===== src/rtl/rv32i_types.sv =====
// Shared rv32i types: machine word, cache line geometry and the
// line/burst adaptor state encoding.
package rv32i_types;

    typedef logic [31:0] rv32i_word;

    localparam int LINE_WIDTH      = 256;
    localparam int BURST_WIDTH     = 64;
    localparam int BURSTS_PER_LINE = 4;

    typedef enum logic [1:0] {
        IDLE,
        READ,
        WRITE,
        DONE
    } ca_state_t;

    // Aligns a byte address down to the start of its 32-byte line.
    function automatic rv32i_word line_base(input rv32i_word addr);
        return addr & ~rv32i_word'(LINE_WIDTH / 8 - 1);
    endfunction

endpackage


===== src/rtl/cacheline_adaptor.sv =====
// Converts one 256-bit line request from the arbiter into a 4 x 64-bit
// burst to physical memory, and assembles read beats back into a line.
//
// Ports:
//   clk, rst            clock, synchronous active-high reset
//   line_i, line_o      write line in / assembled read line out
//   address_i           line address from the arbiter
//   read_i, write_i     line requests, held until resp_o
//   resp_o              one-cycle completion pulse
//   burst_i, burst_o    read beat in / write beat out
//   address_o           line-aligned burst base address
//   read_o, write_o     burst requests to memory
//   resp_i              beat strobe from memory
module cacheline_adaptor
    import rv32i_types::*;
(
    input  logic         clk,
    input  logic         rst,

    input  logic [255:0] line_i,
    output logic [255:0] line_o,
    input  logic [31:0]  address_i,
    input  logic         read_i,
    input  logic         write_i,
    output logic         resp_o,

    input  logic [63:0]  burst_i,
    output logic [63:0]  burst_o,
    output logic [31:0]  address_o,
    output logic         read_o,
    output logic         write_o,
    input  logic         resp_i
);

    ca_state_t            state;
    logic [1:0]           count;
    logic [1:0]           next_count;
    logic [LINE_WIDTH-1:0] line_buf;

    assign next_count = count + 2'd1;

    always_ff @(posedge clk) begin
        if (rst) begin
            state     <= IDLE;
            count     <= '0;
            read_o    <= 1'b0;
            write_o   <= 1'b0;
            resp_o    <= 1'b0;
            line_o    <= '0;
            address_o <= '0;
            burst_o   <= '0;
            line_buf  <= '0;
        end else begin
            resp_o <= 1'b0;
            unique case (state)
                IDLE: begin
                    // Read has priority; a simultaneous write is dropped.
                    if (read_i) begin
                        state     <= READ;
                        read_o    <= 1'b1;
                        address_o <= line_base(address_i);
                        count     <= '0;
                    end else if (write_i) begin
                        state     <= WRITE;
                        write_o   <= 1'b1;
                        address_o <= line_base(address_i);
                        line_buf  <= line_i;
                        // Beat 0 is presented together with write_o.
                        burst_o   <= line_i[BURST_WIDTH-1:0];
                        count     <= '0;
                    end
                end
                READ: begin
                    if (resp_i) begin
                        line_o[BURST_WIDTH*int'(count) +: BURST_WIDTH]
                            <= burst_i;
                        count <= next_count;
                        if (count == 2'(BURSTS_PER_LINE - 1)) begin
                            state  <= DONE;
                            read_o <= 1'b0;
                            resp_o <= 1'b1;
                        end
                    end
                end
                WRITE: begin
                    if (resp_i) begin
                        count   <= next_count;
                        // Preload the following beat so burst_o always
                        // matches the current count.
                        burst_o <=
                            line_buf[BURST_WIDTH*int'(next_count)
                                     +: BURST_WIDTH];
                        if (count == 2'(BURSTS_PER_LINE - 1)) begin
                            state   <= DONE;
                            write_o <= 1'b0;
                            resp_o  <= 1'b1;
                        end
                    end
                end
                DONE: begin
                    state <= IDLE;
                end
                default: begin
                    state <= IDLE;
                end
            endcase
        end
    end

endmodule


===== config.mk =====
export PLATFORM = sky130hd
export DESIGN_NAME = cacheline_adaptor
export DESIGN_NICKNAME = d
export VERILOG_FILES = /design/src/rtl/rv32i_types.sv /design/src/rtl/cacheline_adaptor.sv
export SDC_FILE = /design/constraint.sdc
export NUM_CORES = 1
export LEC_CHECK = 0
export BUFFER_PORTS_ARGS = -buffer_cell sky130_fd_sc_hd__buf_4
export CORE_AREA = 4 4 273 275
export CTS_BUF_LIST = sky130_fd_sc_hd__clkbuf_4 sky130_fd_sc_hd__clkbuf_8
export CTS_CLUSTER_SIZE = 25
export DETAILED_ROUTE_END_ITERATION = 6
export DIE_AREA = 0 0 277 279
export GPL_TIMING_DRIVEN = 0
export PLACE_DENSITY = 0.67
export SYNTH_ARGS = -nofsm -noshare
export SYNTH_HDL_FRONTEND = slang
export SYNTH_SLANG_ARGS = --single-unit
export TNS_END_PERCENT = 5

===== constraint.sdc =====
create_clock -name clk -period 2.95 [get_ports clk]
set_clock_uncertainty 0.1 [all_clocks]
set_input_delay 0.59 -clock clk [delete_from_list [all_inputs] [get_ports clk]]
set_output_delay 0.59 -clock clk [all_outputs]
set_load 0.02 [all_outputs]

[Word-level counts from Yosys, hierarchy flattened]
Index checks and enable logic that the tools add are counted.
Cells by class
  equality and inequality tests: 14
  multipliers: 0
  reduce and logical (&&, ||, !) cells: 15
  bitwise logic cells: 3
  mux-type cells: 24
  $add $sub $neg: 2
  $lt $le $gt $ge: 0
  divide/modulo/power cells: 0
  shifts and indexed selects: 3
Operator list (count)
  $bwmux 256: 1
  $shift 64x33->256 const A: 1
  $shiftx 256x9->64: 1
  $shiftx 64x33->256: 1
  $mux 64: 3
  $pmux 64 s2: 1
  $mux 32: 2
  $neg 8->33: 1
  $mux 2: 7
  $ne 2x2->1 const B: 7
  $reduce_and 3->1: 3
  $reduce_and 4->1: 2
  $reduce_bool 2->1: 4
  $eq 2x2->1 const B: 3
  $mux 1: 6
  $pmux 2 s3: 1
  $reduce_and 5->1: 1
  $ne 2x1->1 const B: 2
  $pmux 1 s2: 2
  $pmux 2 s2: 1
  $reduce_and 2->1: 2
  $ne 3x3->1 const B: 1
  $not 1->1: 3
  $reduce_or 3->1: 1
  4 further kinds: 4
Word-level totals
  memories kept: 0
  register bits after elaboration: 615
  bits in latches: 0
  output and inout port bits: 355
  ROM bits: 0
  logic and storage cells: 70
  bits of input ports: 357
  RAM bits: 0

[Longest topological paths before layout]
Gate-level depths: netlist of run 1.
  depth after elaboration: 4
  depth in mapped cells: 12
  mapped depth without buffers: 5

[Least setup slack after synthesis of run 1]
Ideal clock, no wire load.
  path kind: register to register
  start point: reg count[0]
  end point: reg line_o[195]
  data required time: 2.780 ns
  path buffers: 6
  arrival: 2.277 ns
  path slack: 0.503 ns
  setup time: 0.070 ns
  stages on the path, launching flop included: 12
  period minus slack after synthesis: 2.447 ns
  cell sequence: dfxtp_1 buf_4 buf_4 buf_4 inv_1 ha_1 buf_6 buf_6 nor4b_4 buf_6 nand3_1 a21oi_1
On the way
  longest elaborated chain between the ends: 3
  elaborated cells between the ends (all ways): 4
  classes of those cells: add/sub: 1; shift: 2; mux: 1
RTL lines
  from (decl): RTL line cacheline_adaptor.sv:36  | logic [1:0] count;
  from (signal assigned): RTL line cacheline_adaptor.sv:77  | count <= next_count;
  from (signal assigned): RTL line cacheline_adaptor.sv:87  | count <= next_count;
  $neg 8->33 *: RTL line cacheline_adaptor.sv:75  | line_o[BURST_WIDTH*int'(count) +: BURST_WIDTH]
  $shiftx 64x33->256 or $shift 64x33->256 (tied branches): RTL line cacheline_adaptor.sv:75
  $bwmux 256 *: RTL line cacheline_adaptor.sv:75
  to (signal assigned): RTL line cacheline_adaptor.sv:49  | line_o <= '0;
  to (decl): RTL line cacheline_adaptor.sv:21  | output logic [255:0] line_o,
Mark *: on every way between the ends. The rest lies on a longest branch, timed or not.
A chain may end at the register's enable or synchronous reset.

[Worst setup path in the final report of run 1]
  start point: reg count[0]
  end point: reg line_o[49]
The elaborated chain is that of the path after synthesis.

==> impl_results.md, run 1 <==
* Status: complete, no violations
* Top sig layer: met5
* Synth area leader: dfxtp_1
* Critical path's slowest cell: nor4bb_4
* Count leader, synth: nand2_1
* Die area at a little under 80000 um^2
* Rel. slew slack at 9.19%
* Total power draw at ~27 mW
* Final hold vios at 0
* Period minus WS final at 2810 ps
* PwrDens at 769 nW/um^2
* Layout Nets at between 4000 and 5000
* Worst hold slack at just under 60 ps
* Syn_area_per_cell at approximately 8.6 um^2
* Worst Hold Class: in2reg
* Die height at approximately 280 um
* Io pins at 712
* Dpl cells at 4474
* CTS Sinks at 610
* TritonCTS clock tree: done
* Starting Density at 33.5%
* Vias per std cell at 5.31
* ANT nets after route at 0
* #FFs+latches synth at 610
* Top-area cell type share of the netlist area at 50.4%
* Worst EP required at roughly 3500 ps
* Clock root buffer: clkbuf_8
* Cell Area, Placed at between 30000 and 40000 um^2
* Design area at approximately 36000 um^2
* YS warnings at 0
* Cells after Synth at approximately 2800
* Critical-path maximum fanout at 10
* TritonRoute pass-1 iters at 6
* Cell Chain, Critical Path: buf_12 > buf_12 > buf_12 > inv_1 > ha_1 > buf_8 > buf_12 > nor4bb_4 > buf_6 > buf_6 > a32oi_1 > nor2_1
* Syn Std Cell Area at 24200 um^2
* # rows at ~100
* FF-to-FF setup slack at between 100 and 150 ps
* Port bufs at between 600 and 700
* Register area share after synthesis at 50.4%
* Peak VDD IR at about 0.00037 V
* Post-synth ARST share at 0%
* Post-place setup slack at -552 ps
* Vias in the first global route at between 20000 and 30000
* Worst-path clk slew at around 60 ps
* Clock Tree Buf Depth at 3
* PnR worst setup slack at 140 ps
* Worst hold start: line_i[246]
* Crit Path Category: reg2reg
* Layout area overhead at 47.5%
* H-tree levels at 3
* Met3 wire length at roughly 9500 um
* Post-synth EDFFs at 0
* Placed wire-length estimate at roughly 80000 um
* DRC viols at 0
* Routed WL at about 110000 um
* Max Slew Vio Count at 0
* GRT Total Usage at between 20% and 30%
* Filler instances at between 6000 and 7000
* Via count at roughly 26000
* Post-Layout Cell Count at just under 5000
* CP top delay family: buffers and inverters
* LEAKAGE at between 10 and 15 nW
* Final Util at roughly half
* DR WL/cell at about 23 um
* Final setup viols at 0
* Cell mode on critical path: buf_12
* CORE AREA at about 72000 um^2
* Initial antenna violation count at 11
* Main synth FF type: dfxtp_1
* Total CTS buffers at ~110
* CP peak stage delay at between 400 and 500 ps
* Worst Max-Slew Pin Slew at 1360 ps
* Chip Width at approximately 280 um
* GP Congestion at 0.972
* Initial DRC Count at around 2400
* FF/Latch Area at between 10000 and 15000 um^2
* CP Capture Type: register
* CP Data Arrival Time at roughly 3300 ps
* Netlist cell types at 42
* Dominant cells by area after synthesis: dfxtp_1 (50%), nand2_1 (12%), a21oi_1 (9.4%)
* Startpoint Class: register
* First-pass GRT wire length at roughly 160000 um
* Worst Path Buf+Inv at 8
* Critical Path Source: count[0]
* Wl on met1 at ~44000 um
* Fmax at between 300 and 400 MHz
* Tcrit/Tclk final at around 95%
* Worst r2r src: count[0]
* Grt ovf at 0
* Met2 WL at roughly 53000 um
* Share of cells above drive strength 1 at between 20% and 30%
* Skew-Pair Late Insertion Delay at 720 ps
* Total Negative Setup Slacks at 0 ps
* Area of the multi-input gates at between 10000 and 15000 um^2
* Post-synth top cells: nand2_1 (803), dfxtp_1 (610), a21oi_1 (456), nand3_1 (174), clkbuf_1 (155)
* Largest net degree at the start of global routing at 17
* MaxCap Viol Count at 0
==> logic make-up after synthesis <==
group	after synthesis	synth area share, %
buf+inv	286	6.05
compound gates	684	16.9
other cells	1	0.0155
simple gates	1154	19.9
mux	67	6.08
fa+ha+maj	11	0.568
flops	610	50.4
==> tightest hold or removal path, delay by kind of cell <==
| kind | cells | cell delay [ps] |
|---|---|---|
| buffers and inverters | 1 | 110 |
| and+or+nand+nor | 1 | 60 |
| AOI/OAI and AO/OA | 1 | 60 |
==> flip-flops by register name, summed over array words and instances, names as in the netlist <==
name	cells
read_o	1
count	2
resp_o	1
state	2
write_o	1
line_buf	256
burst_o	64
address_o	27
line_o	256
==> final cells by class <==
type / instances / area share [%]
Tap cell: 959 / 3.36
Timing Repair Buffer: 948 / 21.6
Clock buffer: 172 / 5.96
Sequential cell: 610 / 34.2
Antenna cell: 14 / 0.0980
Inverter: 6 / 0.0630
Buffer: 279 / 4.20
Multi-Input combinational cell: 1921 / 29.7
Clock inverter: 22 / 0.861
==> what timing repair did <==
action,in CTS,in global routing
hold buffers,240,0
hold endpoints to repair,240,0
setup endpoints to repair,318,182
gates cloned,0,1
pin swaps,2,2
buffers inserted,5,4
resized for setup,15,13
==> routing by layer <==
layer,up-vias,track usage [%]
met5,-,0
met4,6,12.6
met3,303,6.35
met2,1358,45.7
met1,12600,33.5
li1,11900,-
==> final timing paths <==
| kind | endpoint | depth (start not counted) |
|---|---|---|
| min reg2reg | line_o[229] | 2 |
| min | line_buf[246] | 3 |
| max | line_o[49] | 12 |
| max reg2reg | line_o[49] | 12 |
==> report_power, final <==
group	switching [mW]	total [mW]	internal [mW]
registers	0.789	10.1	9.30
logic	5.13	8.63	3.50
clock network	3.71	8.75	5.04
==> layout by cell type (no fill, tap or decap), types with 2 or more instances in the layout <==
master | Yosys | final
nand3_1 | 174 | 172
buf_4 | 46 | 749
inv_1 | 6 | 6
nand4_1 | 2 | 2
dfxtp_1 | 610 | 609
or3b_2 | 2 | 2
and3_1 | 4 | 4
a32oi_1 | 87 | 87
nand3_2 | 0 | 2
nor4b_4 | 1 | 2
clkbuf_1 | 155 | 153
inv_12 | 0 | 3
buf_12 | 0 | 4
mux4_2 | 64 | 64
clkinvlp_4 | 0 | 4
dlygate4sd3_1 | 0 | 240
clkinv_8 | 0 | 2
a21oi_1 | 456 | 455
ha_1 | 11 | 11
clkbuf_8 | 0 | 134
clkinv_2 | 0 | 7
mux2_2 | 2 | 2
conb_1 | 1 | 5
buf_6 | 21 | 21
a311oi_1 | 65 | 65
bufinv_16 | 0 | 5
nor2_1 | 88 | 88
nand2b_1 | 67 | 67
buf_2 | 49 | 49
o21a_1 | 2 | 2
buf_1 | 9 | 9
diode_2 | 0 | 14
o21ai_0 | 3 | 3
nand2_1 | 803 | 803
a31oi_1 | 64 | 64
nor3b_1 | 3 | 3
clkbuf_4 | 0 | 39
(Power assumes the default switching activity.)
==> inputs of run 2 (changes only) <==
--- a/config.mk
+++ b/config.mk
@@ -6,13 +6,14 @@
 export NUM_CORES = 1
 export LEC_CHECK = 0
 export BUFFER_PORTS_ARGS = -buffer_cell sky130_fd_sc_hd__buf_4
-export CORE_AREA = 4 4 273 275
+export CORE_AREA = 4 4 272 274
 export CTS_BUF_LIST = sky130_fd_sc_hd__clkbuf_4 sky130_fd_sc_hd__clkbuf_8
 export CTS_CLUSTER_SIZE = 25
 export DETAILED_ROUTE_END_ITERATION = 6
-export DIE_AREA = 0 0 277 279
+export DIE_AREA = 0 0 276 278
 export GPL_TIMING_DRIVEN = 0
 export PLACE_DENSITY = 0.67
+export SETUP_SLACK_MARGIN = 0.2
 export SYNTH_ARGS = -nofsm -noshare
 export SYNTH_HDL_FRONTEND = slang
 export SYNTH_SLANG_ARGS = --single-unit
==> constraint.sdc (replaced) <==
create_clock -name clk -period 3.4 [get_ports clk]
set_clock_uncertainty 0.1 [all_clocks]
set_input_delay 0.68 -clock clk [delete_from_list [all_inputs] [get_ports clk]]
set_output_delay 0.68 -clock clk [all_outputs]
set_load 0.02 [all_outputs]
==> run 2 against run 1 <==
  * Clock power shrank 16%
  * Final cell count shrank 5.3%
  * First-iteration DRC count shrank 7.5%
  * Total power shrank 16%
  * Combinational power shrank 17%
  * Critical path type unchanged
  * Highest routed layer unchanged
==> impl_results.md, run 2 (same netlist as run 1, synthesis figures left out) <==
* PwrDens at 701 nW/um^2 (-8.8%)
* Chip Width at 276 um (-0.36%)
* Via count at 24800 (-5.5%)
* Crit Path Category: reg2reg
* TritonRoute pass-1 iters at 5 (-1)
* Max Slew Vio Count at 0 (unchanged)
* Clock Tree Buf Depth at 3 (unchanged)
* CTS Sinks at 610 (unchanged)
* Top Registers: line_buf x256, line_o x256, burst_o x64
* Largest net degree at the start of global routing at 17 (unchanged)
* Switch share at 35.4% (+0.35 points)
* Layout Nets at 3995 (-5.8%)
* CP Data Arrival Time at 3550 ps (+220 ps)
* ANT nets after route at 0 (unchanged)
* Int Pwr at 15.0 mW (-16%)
* First-pass GRT wire length at 155000 um (-4.1%)
* Grt ovf at 0 (unchanged)
* Starting Density at 33.9% (+0.46 points)
* # hold bufs at CTS at 0 (-100%)
* Startpoint Class: register
* H-tree levels at 3 (unchanged)
* CP Capture Type: register
* Critical-path maximum fanout at 10 (unchanged)
* Layout area overhead at 36.7%
* Worst Hold Class: in2reg
* Total power draw at 23.2 mW (-16%)
* Power share of the combinational group at 30.8% (-0.6 points)
* Sw Pwr at 8.21 mW (-15%)
* Fmax at 322 MHz (-9.4%)
* Worst Max-Slew Pin Slew at 1270 ps (-95.4 ps)
* Final Util at 46.4% (-3.0 points)
* RSZ-0062 raised after global routing: true
* Skew-Pair Late Insertion Delay at 720 ps (about the same)
* Seq pwr share at 37.5% (+0.8 points)
* DR WL/cell at 23.0 um (+1.2%)
* Most frequent cells in the layout: nand2_1 (803), buf_4 (747), dfxtp_1 (610)
* Peak VDD IR at 0.000315 V (-14%)
* LEAKAGE at 13.0 nW (-7.6%)
* # rows at 98 (-1.0%)
* Tcrit/Tclk final at 91.2% (-4.0 points)
* GRT Total Usage at 26.4% (-0.86 points)
* Initial DRC Count at 2262 (-7.5%)
* Port bufs at 698 (unchanged)
* Die height at 278 um (-0.36%)
* Status: complete, no violations
* Clock root buffer: clkbuf_8
* Commonest non-fill, non-tap cell in the layout: nand2_1
* Period minus WS final at 3100 ps (+292 ps)
* Routed WL at 107000 um (-4.1%)
* Die area at 76700 um^2 (-0.72%)
* Final hold vios at 0 (unchanged)
* Rel. slew slack at 15.5% (+6.4 points)
* Worst EP required at 3850 ps (+380 ps)
* Total CTS buffers at 103 (-1.9%)
* Share of cells above drive strength 1 at 29.2% (+1.4 points)
* GP Congestion at 0.927 (-4.7%)
* Initial antenna violation count at 20 (+9)
* Final setup viols at 0 (unchanged)
* CORE AREA at 71400 um^2 (-1.3%)
* Worst-path clk slew at 60 ps (about the same)
* Io pins at 712 (unchanged)
* Vias per std cell at 5.30 (-0.18%)
* Vias in the first global route at 24000 (-6.7%)
* TritonCTS clock tree: done
* DRC viols at 0 (unchanged)
* MaxCap Viol Count at 0 (unchanged)
* Placed wire-length estimate at 80700 um (-1.7%)
* Clock power share at 31.8% (about the same)
## run 2: changes by cell type in the layout (fill, tap and decap cells not counted), moves of 2 or more
cell           previous run  this run
buf_12                    4         0
clkbuf_8                134       129
clkbuf_2                  0         2
clkinv_2                  7        15
diode_2                  14        12
dlygate4sd3_1           240         0
buf_6                    21        24
nand3_1                 172       174
clkbuf_4                 39        30
buf_4                   749       747
clkinvlp_4                4         0
nand3_2                   2         0
## run 2: area by class of cell
cell class,instances,area (um^2)
fill,7198,38200
sequential,610,12200
multi-input combinational,1921,10600
timing repair buffer,705,5290
clock buffer,159,2000
buffer,280,1470
tap,950,1190
clock inverter,27,332
antenna,12,30.0
inverter,6,22.5
## run 2: power groups by stage
stage / Sequential, mW / Combinational (mW) / Clock [mW]
2_1_floorplan: 9.30 / 3.54 / 0
3_3_place_gp: 8.80 / 7.02 / 0
3_5_place_dp: 8.81 / 7.08 / 0
4_1_cts: 8.67 / 7.09 / 7.49
5_1_grt: 8.76 / 7.63 / 7.80
6_report: 8.69 / 7.14 / 7.38
## run 2: critical path, stage by stage (launching register included)
cell and delay [ps]:
dfxtp_1 350, buf_6 170, buf_6 180, buf_6 170, inv_1 130, ha_1 440
nand3_1 670, clkbuf_1 440, a32oi_1 230, nor2_1 60
## run 2: what timing repair did
item	in CTS	in global routing
setup buffers	1	5
pin swaps	2	1
setup endpoints to repair	161	241
cloned	0	1
resized for setup	4	6
## run 2: stage by stage
| step | std cells | hold slack, ps | setup TNS (ps) | setup WS [ps] | area (um^2) |
|---|---|---|---|---|---|
| 2_1_floorplan | 2817 | 333 | 0 | 953 | 24200 |
| 3_3_place_gp | 4465 | 338 | -199 | -46.2 | 30700 |
| 3_5_place_dp | 4465 | 343 | -790 | -99.0 | 30700 |
| 4_1_cts | 4652 | 27.7 | 0 | 79.2 | 33000 |
| 5_1_grt | 4669 | 53.0 | 0 | 120 | 33100 |
| 6_report | 4670 | 94.4 | 0 | 298 | 33100 |
## run 2: final timing paths
path	startpoint	end	slack (ps)	cells past startpoint
hold reg to reg	line_o[234]	line_o[234]	350	2
setup reg to reg	count[0]	line_o[22]	300	9
hold / removal	line_i[160]	line_buf[160]	90	3
setup / recovery	count[0]	line_o[22]	300	9
## run 2: per-layer routing
metal	share of wire (%)	global-route usage [%]	wire (um)
met3	8.2	5.97	8760
met2	47	43.8	50600
met5	0.063	0	68
met1	40	33.0	43100
met4	4.4	12.1	4690
